==> src/rtl/key_evt_pkg.sv <==
// Shared key-event definitions: key count, event code layout, press-tracker states
// and the fixed-priority arbitration helpers.
package key_evt_pkg;

   localparam int unsigned KEY_NUM = 4;
   localparam int unsigned IDX_W   = 2;
   localparam int unsigned CODE_W  = 3;

   typedef enum logic [1:0] {
      StIdle  = 2'd0,
      StTrack = 2'd1,
      StDone  = 2'd2
   } trk_state_e;

   // Lowest set index wins.
   function automatic logic [IDX_W-1:0] prio_idx(input logic [KEY_NUM-1:0] req);
      prio_idx = '0;
      for (int i = KEY_NUM - 1; i >= 0; i--) begin
         if (req[i]) prio_idx = IDX_W'(i);
      end
   endfunction

   function automatic logic multi_hot(input logic [KEY_NUM-1:0] req);
      multi_hot = |(req & (req - KEY_NUM'(1)));
   endfunction

endpackage

==> src/rtl/key_evt_fifo.sv <==
// First-word-fall-through event queue with wrap-bit pointers; a push into a full
// queue is accepted only when a pop happens in the same cycle.
module key_evt_fifo #(
   parameter int unsigned DEPTH = 4,
   parameter int unsigned WIDTH = 3
) (
   input  logic             clk,
   input  logic             rst,
   input  logic             push,
   input  logic [WIDTH-1:0] wdata,
   input  logic             pop,
   output logic [WIDTH-1:0] rdata,
   output logic             full,
   output logic             empty
);

   localparam int unsigned AW = $clog2(DEPTH);

   logic [AW:0]      wr_q, rd_q;
   logic [WIDTH-1:0] mem_q [DEPTH];
   logic             do_push, do_pop;

   assign empty   = (wr_q == rd_q);
   assign full    = (wr_q[AW] != rd_q[AW]) && (wr_q[AW-1:0] == rd_q[AW-1:0]);
   assign do_pop  = pop && !empty;
   assign do_push = push && (!full || do_pop);
   // Head is forced to zero while empty so reset shows a clean code.
   assign rdata   = empty ? '0 : mem_q[rd_q[AW-1:0]];

   always_ff @(posedge clk or posedge rst) begin
      if (rst) begin
         wr_q <= '0;
         rd_q <= '0;
      end else begin
         if (do_push) wr_q <= wr_q + (AW+1)'(1);
         if (do_pop)  rd_q <= rd_q + (AW+1)'(1);
      end
   end

   always_ff @(posedge clk) begin
      if (do_push) mem_q[wr_q[AW-1:0]] <= wdata;
   end

endmodule

==> src/rtl/key_event_ctrl.sv <==
// Key event controller: arbitrates press pulses into an event queue; define
// LONG_PRESS_EN to add the hold tracker that emits long-press events.
module key_event_ctrl
   import key_evt_pkg::*;
#(
   parameter int unsigned FIFO_DEPTH = 4,
   parameter int unsigned LONG_CNT   = 50_000_000
) (
   input  logic               clk,
   input  logic               rst,
   input  logic [KEY_NUM-1:0] key_pulse,
   input  logic [KEY_NUM-1:0] key_in,
   output logic               ev_valid,
   input  logic               ev_ready,
   output logic [CODE_W-1:0]  ev_code,
   output logic               ovf,
   input  logic               ovf_clr
);

   logic              press, multi;
   logic [IDX_W-1:0]  press_idx;
   logic              long_ev;
   logic [CODE_W-1:0] long_code;
   logic              push, full, empty, drop;
   logic [CODE_W-1:0] wdata;
   logic              ovf_q, ovf_d;

   assign press     = |key_pulse;
   assign press_idx = prio_idx(key_pulse);
   assign multi     = multi_hot(key_pulse);

`ifdef LONG_PRESS_EN
   localparam int unsigned CNT_W = $clog2(LONG_CNT + 1);
   localparam logic [CNT_W-1:0] CNT_LAST = CNT_W'(LONG_CNT - 1);

   trk_state_e       state_q, state_d;
   logic [IDX_W-1:0] key_q, key_d;
   logic [CNT_W-1:0] cnt_q, cnt_d;

   always_comb begin
      state_d = state_q;
      key_d   = key_q;
      cnt_d   = cnt_q;
      long_ev = 1'b0;
      // A new press always restarts tracking and suppresses a coincident long event.
      if (press) begin
         state_d = StTrack;
         key_d   = press_idx;
         cnt_d   = '0;
      end else begin
         unique case (state_q)
            StTrack: begin
               if (key_in[key_q]) begin
                  state_d = StIdle;
               end else if (cnt_q == CNT_LAST) begin
                  long_ev = 1'b1;
                  state_d = StDone;
               end else begin
                  cnt_d = cnt_q + CNT_W'(1);
               end
            end
            StDone:  if (key_in[key_q]) state_d = StIdle;
            default: ;
         endcase
      end
   end

   always_ff @(posedge clk or posedge rst) begin
      if (rst) begin
         state_q <= StIdle;
         key_q   <= '0;
         cnt_q   <= '0;
      end else begin
         state_q <= state_d;
         key_q   <= key_d;
         cnt_q   <= cnt_d;
      end
   end

   assign long_code = {1'b1, key_q};
`else
   logic unused_key_in;
   assign unused_key_in = ^key_in;
   assign long_ev       = 1'b0;
   assign long_code     = '0;
`endif

   assign push  = press || long_ev;
   assign wdata = press ? {1'b0, press_idx} : long_code;

   key_evt_fifo #(
      .DEPTH (FIFO_DEPTH),
      .WIDTH (CODE_W)
   ) u_fifo (
      .clk   (clk),
      .rst   (rst),
      .push  (push),
      .wdata (wdata),
      .pop   (ev_ready),
      .rdata (ev_code),
      .full  (full),
      .empty (empty)
   );

   assign ev_valid = !empty;
   // Full implies non-empty, so ev_ready alone decides whether the push fits.
   assign drop     = multi || (push && full && !ev_ready);

   always_comb begin
      ovf_d = ovf_q;
      if (drop)         ovf_d = 1'b1;
      else if (ovf_clr) ovf_d = 1'b0;
   end

   always_ff @(posedge clk or posedge rst) begin
      if (rst) ovf_q <= 1'b0;
      else     ovf_q <= ovf_d;
   end

   assign ovf = ovf_q;

endmodule

==> config.mk <==
export PLATFORM = sky130hd
export DESIGN_NAME = key_event_ctrl
export DESIGN_NICKNAME = d
export VERILOG_FILES = /design/src/rtl/key_evt_pkg.sv /design/src/rtl/key_evt_fifo.sv /design/src/rtl/key_event_ctrl.sv
export SDC_FILE = /design/constraint.sdc
export NUM_CORES = 1
export LEC_CHECK = 0
export ABC_CLOCK_PERIOD_IN_PS = 2300
export BUFFER_PORTS_ARGS = -buffer_cell sky130_fd_sc_hd__buf_2
export CORE_AREA = 2 2 47 71
export CTS_CLUSTER_SIZE = 20
export DETAILED_ROUTE_END_ITERATION = 10
export DIE_AREA = 0 0 49 73
export PLACE_DENSITY = 0.49
export SETUP_SLACK_MARGIN = 0.1
export SLEW_MARGIN = 15
export SYNTH_ARGS = -nofsm -noshare
export SYNTH_HDL_FRONTEND = slang
export SYNTH_SLANG_ARGS = --single-unit
export TNS_END_PERCENT = 30
==> constraint.sdc <==
create_clock -name clk -period 2.3 [get_ports clk]
set_clock_uncertainty 0.05 [all_clocks]
set_input_delay 0.345 -clock clk [delete_from_list [all_inputs] [get_ports clk]]
set_output_delay 0.345 -clock clk [all_outputs]
set_load 0.005 [all_outputs]
* Yosys cells after proc, flatten, opt, wreduce, memory -nomap -nowiden
Memories as Yosys holds them, arrays and structs flattened.
Cells that the tools add are included.
** Cells by class
- Multiplexer cells :: 10
- Reductions and logical operators :: 13
- $add $sub $neg :: 3
- Bitwise logic cells :: 1
- Equal/unequal tests :: 3
** Operators with widths (count)
- $mux W2 :: 5
- $reduce_or A4 Y1 :: 2
- $add A3 B1 Y3 const B :: 2
- $logic_and A1 B1 Y1 :: 5
- $and A4 B4 Y4 :: 1
- $mux W1 :: 4
- $sub A4 B1 Y4 const B :: 1
- $eq A3 B3 Y1 :: 1
- $logic_not A1 Y1 :: 3
- $mux W3 :: 1
- $eq A2 B2 Y1 :: 1
- $logic_or A1 B1 Y1 :: 2
- $reduce_bool A2 Y1 :: 1
- $ne A1 B1 Y1 :: 1
** Storage, ports and cells
- Input port bits :: 12
- Memories :: 1
- Bits in writable memories :: 8
- Register bits :: 7
- Output and inout bits :: 5
- Logic and storage cells :: 34
** Memories
- u_fifo.mem_q :: depth 4, width 2, rd ports 1, clocked after memory_dff 0, write ports 1, line key_evt_fifo.sv:20 : logic [WIDTH-1:0] mem_q [DEPTH];

* Logic depth before layout (Yosys ltp)
- Word-level depth :: 7
- Depth in mapped cells :: 4
- Depth with buffers taken out :: 4

* Hierarchy
From an unflattened synthesis, not the netlist that was laid out.
** Second synthesis, totals
- Cell total of the unflattened synthesis :: 72
- Area, all modules :: 1003.5 µm²
** By module, submodules not included
- key_evt_fifo :: instances 1, cells each 55, area each 899.6 µm²
- key_event_ctrl :: instances 1, cells each 17, area each 103.8 µm²

* Worst setup path after synthesis
Ideal clock, no wire load.
- Path type :: reg2reg
- Start point :: register u_fifo.wr_q[1]
- End point :: memory u_fifo.mem_q[0][0] (netlist bit), enable pin
- Arrival time :: 1302 ps
- Slack :: 701 ps
- Buffers on the path :: 0
- Stages on the path, launching flop included :: 4
- Required time :: 2003 ps
- Setup time :: 247 ps
- Cells stage by stage :: dfrtp_1 -> xor2_2 -> o41a_4 -> and2_1
** On the way
- Word-level cells in the longest chain between the ends :: 7
- Elaborated cells on any way between the ends :: 10
- Those cells by class :: eq/ne (2); mux (2); reduce/logical (6)
** RTL lines
- from (decl) :: line key_evt_fifo.sv:19 : logic [AW:0] wr_q, rd_q;
- from (signal assigned) :: line key_evt_fifo.sv:35 : if (do_push) wr_q <= wr_q + (AW+1)'(1);
- $eq A3 B3 Y1 / $eq A2 B2 Y1 (equally long branches) :: line key_evt_fifo.sv:23, key_evt_fifo.sv:24
- $logic_not A1 Y1 / $logic_and A1 B1 Y1 (equally long branches) :: line key_evt_fifo.sv:25, key_evt_fifo.sv:24
- $logic_and A1 B1 Y1 / $logic_not A1 Y1 (equally long branches) :: line key_evt_fifo.sv:25, key_evt_fifo.sv:26
- $logic_or A1 B1 Y1 :: line key_evt_fifo.sv:26 : assign do_push = push && (!full || do_pop);
- $logic_and A1 B1 Y1 :: line key_evt_fifo.sv:26
- $mux W1 :: line key_evt_fifo.sv:41 : if (do_push) mem_q[wr_q[AW-1:0]] <= wdata;
- $mux W1 (not written as such) :: line key_evt_fifo.sv:41
- to (decl) :: line key_evt_fifo.sv:20
Parallel ways exist; a longest one is shown, timed or not.

* Worst setup path in the final report
- Start point :: register u_fifo.rd_q[0]
- End point :: output port ev_code[1]
** On the way
- Word-level cells in the longest chain between the ends :: 2
- Elaborated cells on any way between the ends :: 3
- Those cells by class :: eq/ne (1); mux (1); memory (1)
** RTL lines
- from (decl) :: line key_evt_fifo.sv:19
- from (signal assigned) :: line key_evt_fifo.sv:36 : if (do_pop) rd_q <= rd_q + (AW+1)'(1);
- $mem_v2 Z4 W2 / $eq A3 B3 Y1 (equally long branches)
- $mux W3 * :: line key_evt_fifo.sv:28 : assign rdata = empty ? '0 : mem_q[rd_q[AW-1:0]];
- to (decl) :: line key_event_ctrl.sv:15 : output logic [CODE_W-1:0] ev_code,
Every way passes the cells marked *; elsewhere a longest branch is shown, timed or not.

==> summary.md <==
| Metric | Value |
|---|---|
| Result of the run | `finished, final reports clean` |
| Largest net degree at the start of global routing | `10` |
| Via total after detailed routing | `544` |
| Critical Path RT | `1900 ps` |
| Vias in the first global route | `601` |
| Sequential share of power | `38.4%` |
| Net count after synthesis | `84` |
| All-layer global routing usage | `10.7%` |
| Launching element type of the critical path | `flop` |
| Initial core utilization | `28.5%` |
| Hold crit path type | `primary input to flop` |
| Die width | `49 um` |
| Wire length of the first global-routing pass | `2.78 mm` |
| Maximum fanout along the worst path | `5` |
| Switching power share of the total | `38.0%` |
| Total detailed-routing wirelength | `1.57 mm` |
| Seq/Total Area, Yosys | `48.1%` |
| Congestion Overflow GR | `0` |
| Clock tree from TritonCTS | `done` |
| Reg clk slew, reported paths | `60 ps` |
| Static leakage | `0.413 nW` |
| Area of combinational cells with multiple inputs | `~410 um^2` |
| Sequential Area | `roughly 420 um^2` |
| CORE AREA | `3030 um^2` |
| Final count of hold timing violations | `0` |
| Cell count after synthesis | `67` |
| Number of antenna cells inserted | `0` |
| Count of max-cap constraint violations | `0` |
| Sum of net half-perimeters after detailed placement | `1.27 mm` |
| Clock buffer depth | `2` |
| Y dimension of the die | `73 um` |
| Post-synthesis cell type with the largest combined area | `edfxtp_1` |
| Synth Area per Inst | `approximately 13 um^2` |
| Port buffer count | `11` |
| Share of layout cells above drive strength 1 | `28.0%` |
| Worst-Margin Slew | `about 500 ps` |
| Highest Clock Rate | `between 500 and 600 MHz` |
| Drt initial violations | `2` |
| Startpoint-to-endpoint class of the critical path | `flop to output port` |
| Number of library cell types mapped by synthesis | `31` |
| Buffers inserted during post-CTS setup optimization | `0` |
| Last weighted congestion value of the routability-driven placer | `around 0.64` |
| Initial antenna violation count | `0` |
| DRC violation count after routing | `0` |
| Number of storage elements in the synthesis netlist | `15` |
| Clock power frac | `15.7%` |
| Psw | `between 500 and 600 uW` |
| Total die area | `3580 um^2` |
| Fill count | `323` |
| Total power per unit cell area | `1320 nW/um^2` |
| Iteration count of the initial detailed-routing pass | `3` |
| Hold_ws | `about 350 ps` |
| Cell types with the largest area share after synthesis | `edfxtp_1 28%, dfrtp_1 20%, ha_1 7.2%, mux4_1 6.1%, xnor2_1 4.1%` |
| Kind of end point of the critical path | `output port` |
| Worst min-delay path startpoint | `ovf_clr` |
| Number of vias per cell after detailed routing | `4.46` |
| H-tree depth | `1` |
| Final net count | `100` |
| Max-slew violation count | `0` |
| Portion of the clock cycle consumed by the worst path in the final layout | `between 80% and 90%` |
| Detail-routed net length per standard cell | `between 10 and 15 um` |
| Crit. Startpoint | `u_fifo.rd_q[0]$_DFFE_PP0P_` |
| Cell Rows | `25` |
| Post-route setup TNS | `0 ps` |
| Number of warnings reported in the yosys synthesis log | `0` |
| Clock root buffer master | `clkbuf_8` |
| Area of the mapped netlist | `863 um^2` |
| Internal power | `833 uW` |
| I/O pin cnt | `17` |
| Area share of the leading cell type in the synthesized netlist | `27.8%` |
| RR Startpoint | `u_fifo.rd_q[0]$_DFFE_PP0P_` |
| Unrepaired setup endpoints after global routing | `false` |
| Synthesis-to-layout area growth | `17.8%` |
| R2R setup slack | `570 ps` |
| Antenna Violating Nets Remaining | `0` |
| Number of gates resized after CTS | `0` |
| Arrival time reported for the critical path endpoint | `1590 ps` |
| Clock buffers created by TritonCTS | `3` |
| Post-Route Utilization | `33.5%` |
| Clock insertion delay at the later pin of the skew report | `250 ps` |
| Count of clock tree sinks | `15` |
| VDD IR max | `0.560 mV` |
| Final setup violation count | `0` |
| Minimum clock period | `slightly below 2000 ps` |
| Portion of total power attributed to combinational logic | `a little under half` |
| Remaining max-slew budget at the tightest pin | `66.7%` |
## kinds of logic (layout without fill, tap and decap cells)
| logic type | after synthesis | after routing | synth area share, % |
|---|---|---|---|
| buf+inv | 8 | 23 | 3.91 |
| fa+ha+maj | 5 | 5 | 7.25 |
| xor+xnor | 7 | 7 | 8.84 |
| compound gates | 10 | 10 | 10.7 |
| simple gates | 18 | 18 | 12.9 |
| flops | 15 | 15 | 48.1 |
| mux | 3 | 3 | 7.83 |
| other cells | 1 | 1 | 0.434 |
## power groups by stage
stage,Clock (mW),Sequential (mW),Combinational (mW)
after CTS,0.217,0.520,0.636
final,0.211,0.516,0.618
after global placement,0,0.521,0.617
after floorplan,0,0.497,0.478
after detailed placement,0,0.527,0.630
after global routing,0.234,0.536,0.705
## sequential cells by signal, indices dropped and copies added (netlist names)
signal / cells
u_fifo.wr_q: 3
u_fifo.rd_q: 3
u_fifo.mem_q: 8
ovf: 1
## cell usage after synthesis, drive strengths merged
library cell,number
edfxtp,8
dfrtp,7
inv,7
ha,5
xnor2,4
and2,3
nor2,3
nor3,3
xor2,3
a211oi,2
mux4,2
nor2b,2
nor4,2
a21oi,1
a221o,1
buf,1
conb,1
mux2,1
nand2,1
nand3b,1
o21ai,1
o221ai,1
o22ai,1
o311ai,1
o31ai,1
o41a,1
or2,1
or3,1
or4,1
## layer usage
| metal | up-vias | part of all wire [%] | track usage, % |
|---|---|---|---|
| li1 | 270 | - | - |
| met1 | 263 | 34 | 9.26 |
| met3 | 4 | 2.2 | 2.46 |
| met4 | 0 | 1.8 | 5.71 |
| met2 | 7 | 62 | 22.1 |
| met5 | - | 0 | 0 |
## repair_timing
action	4_1_cts	5_1_grt
endpoints found under the setup margin	0	0
hold buffers	1	0
hold endpoints to repair	7	0
## metrics by stage
step | power [mW] | worst slack (ps) | area (um^2) | std cells
finish | 1.34 | 311 | 1020 | 122
global route | 1.47 | 198 | 1020 | 122
CTS | 1.37 | 280 | 1020 | 122
floorplan | 0.975 | 701 | 863 | 67
global placement | 1.14 | 567 | 961 | 117
detailed placement | 1.16 | 550 | 961 | 117
## critical path, cell delays in order (launching register included)
cell	delay, ps
dfrtp_1	500
mux4_1	580
nor2b_1	140
buf_2	140
## layout make-up
class | instances | area share (%)
flip-flops and latches | 15 | 40.8
multi-input cells | 44 | 40.7
repair buffers | 12 | 6.40
well taps | 40 | 4.92
clock buffers | 3 | 4.06
inverters | 7 | 2.58
clock inverters | 1 | 0.492
## final timing paths
check / endpoint / cells after the start
worst max-delay path: ev_code[1] / 3
worst min-delay path: ovf$_DFFE_PP0P_ / 3
worst max register to register: u_fifo.mem_q[3][1]$_DFFE_PP_ / 3
worst min register to register: ovf$_DFFE_PP0P_ / 1
max in group asynchronous: u_fifo.rd_q[0]$_DFFE_PP0P_ / 3
min in group asynchronous: ovf$_DFFE_PP0P_ / 3
## placed cells by master, fill, tap and decap left out, drive strengths merged
| master | n |
|---|---|
| a211oi | 2 |
| a21oi | 1 |
| a221o | 1 |
| and2 | 3 |
| buf | 11 |
| clkbuf | 3 |
| clkinv | 1 |
| conb | 1 |
| dfrtp | 7 |
| dlygate4sd3 | 1 |
| edfxtp | 8 |
| ha | 5 |
| inv | 7 |
| mux2 | 1 |
| mux4 | 2 |
| nand2 | 1 |
| nand3b | 1 |
| nor2 | 3 |
| nor2b | 2 |
| nor3 | 3 |
| nor4 | 2 |
| o21ai | 1 |
| o221ai | 1 |
| o22ai | 1 |
| o311ai | 1 |
| o31ai | 1 |
| o41a | 1 |
| or2 | 1 |
| or3 | 1 |
| or4 | 1 |
| xnor2 | 4 |
| xor2 | 3 |
No activity file was read; power rests on OpenSTA's default activity.
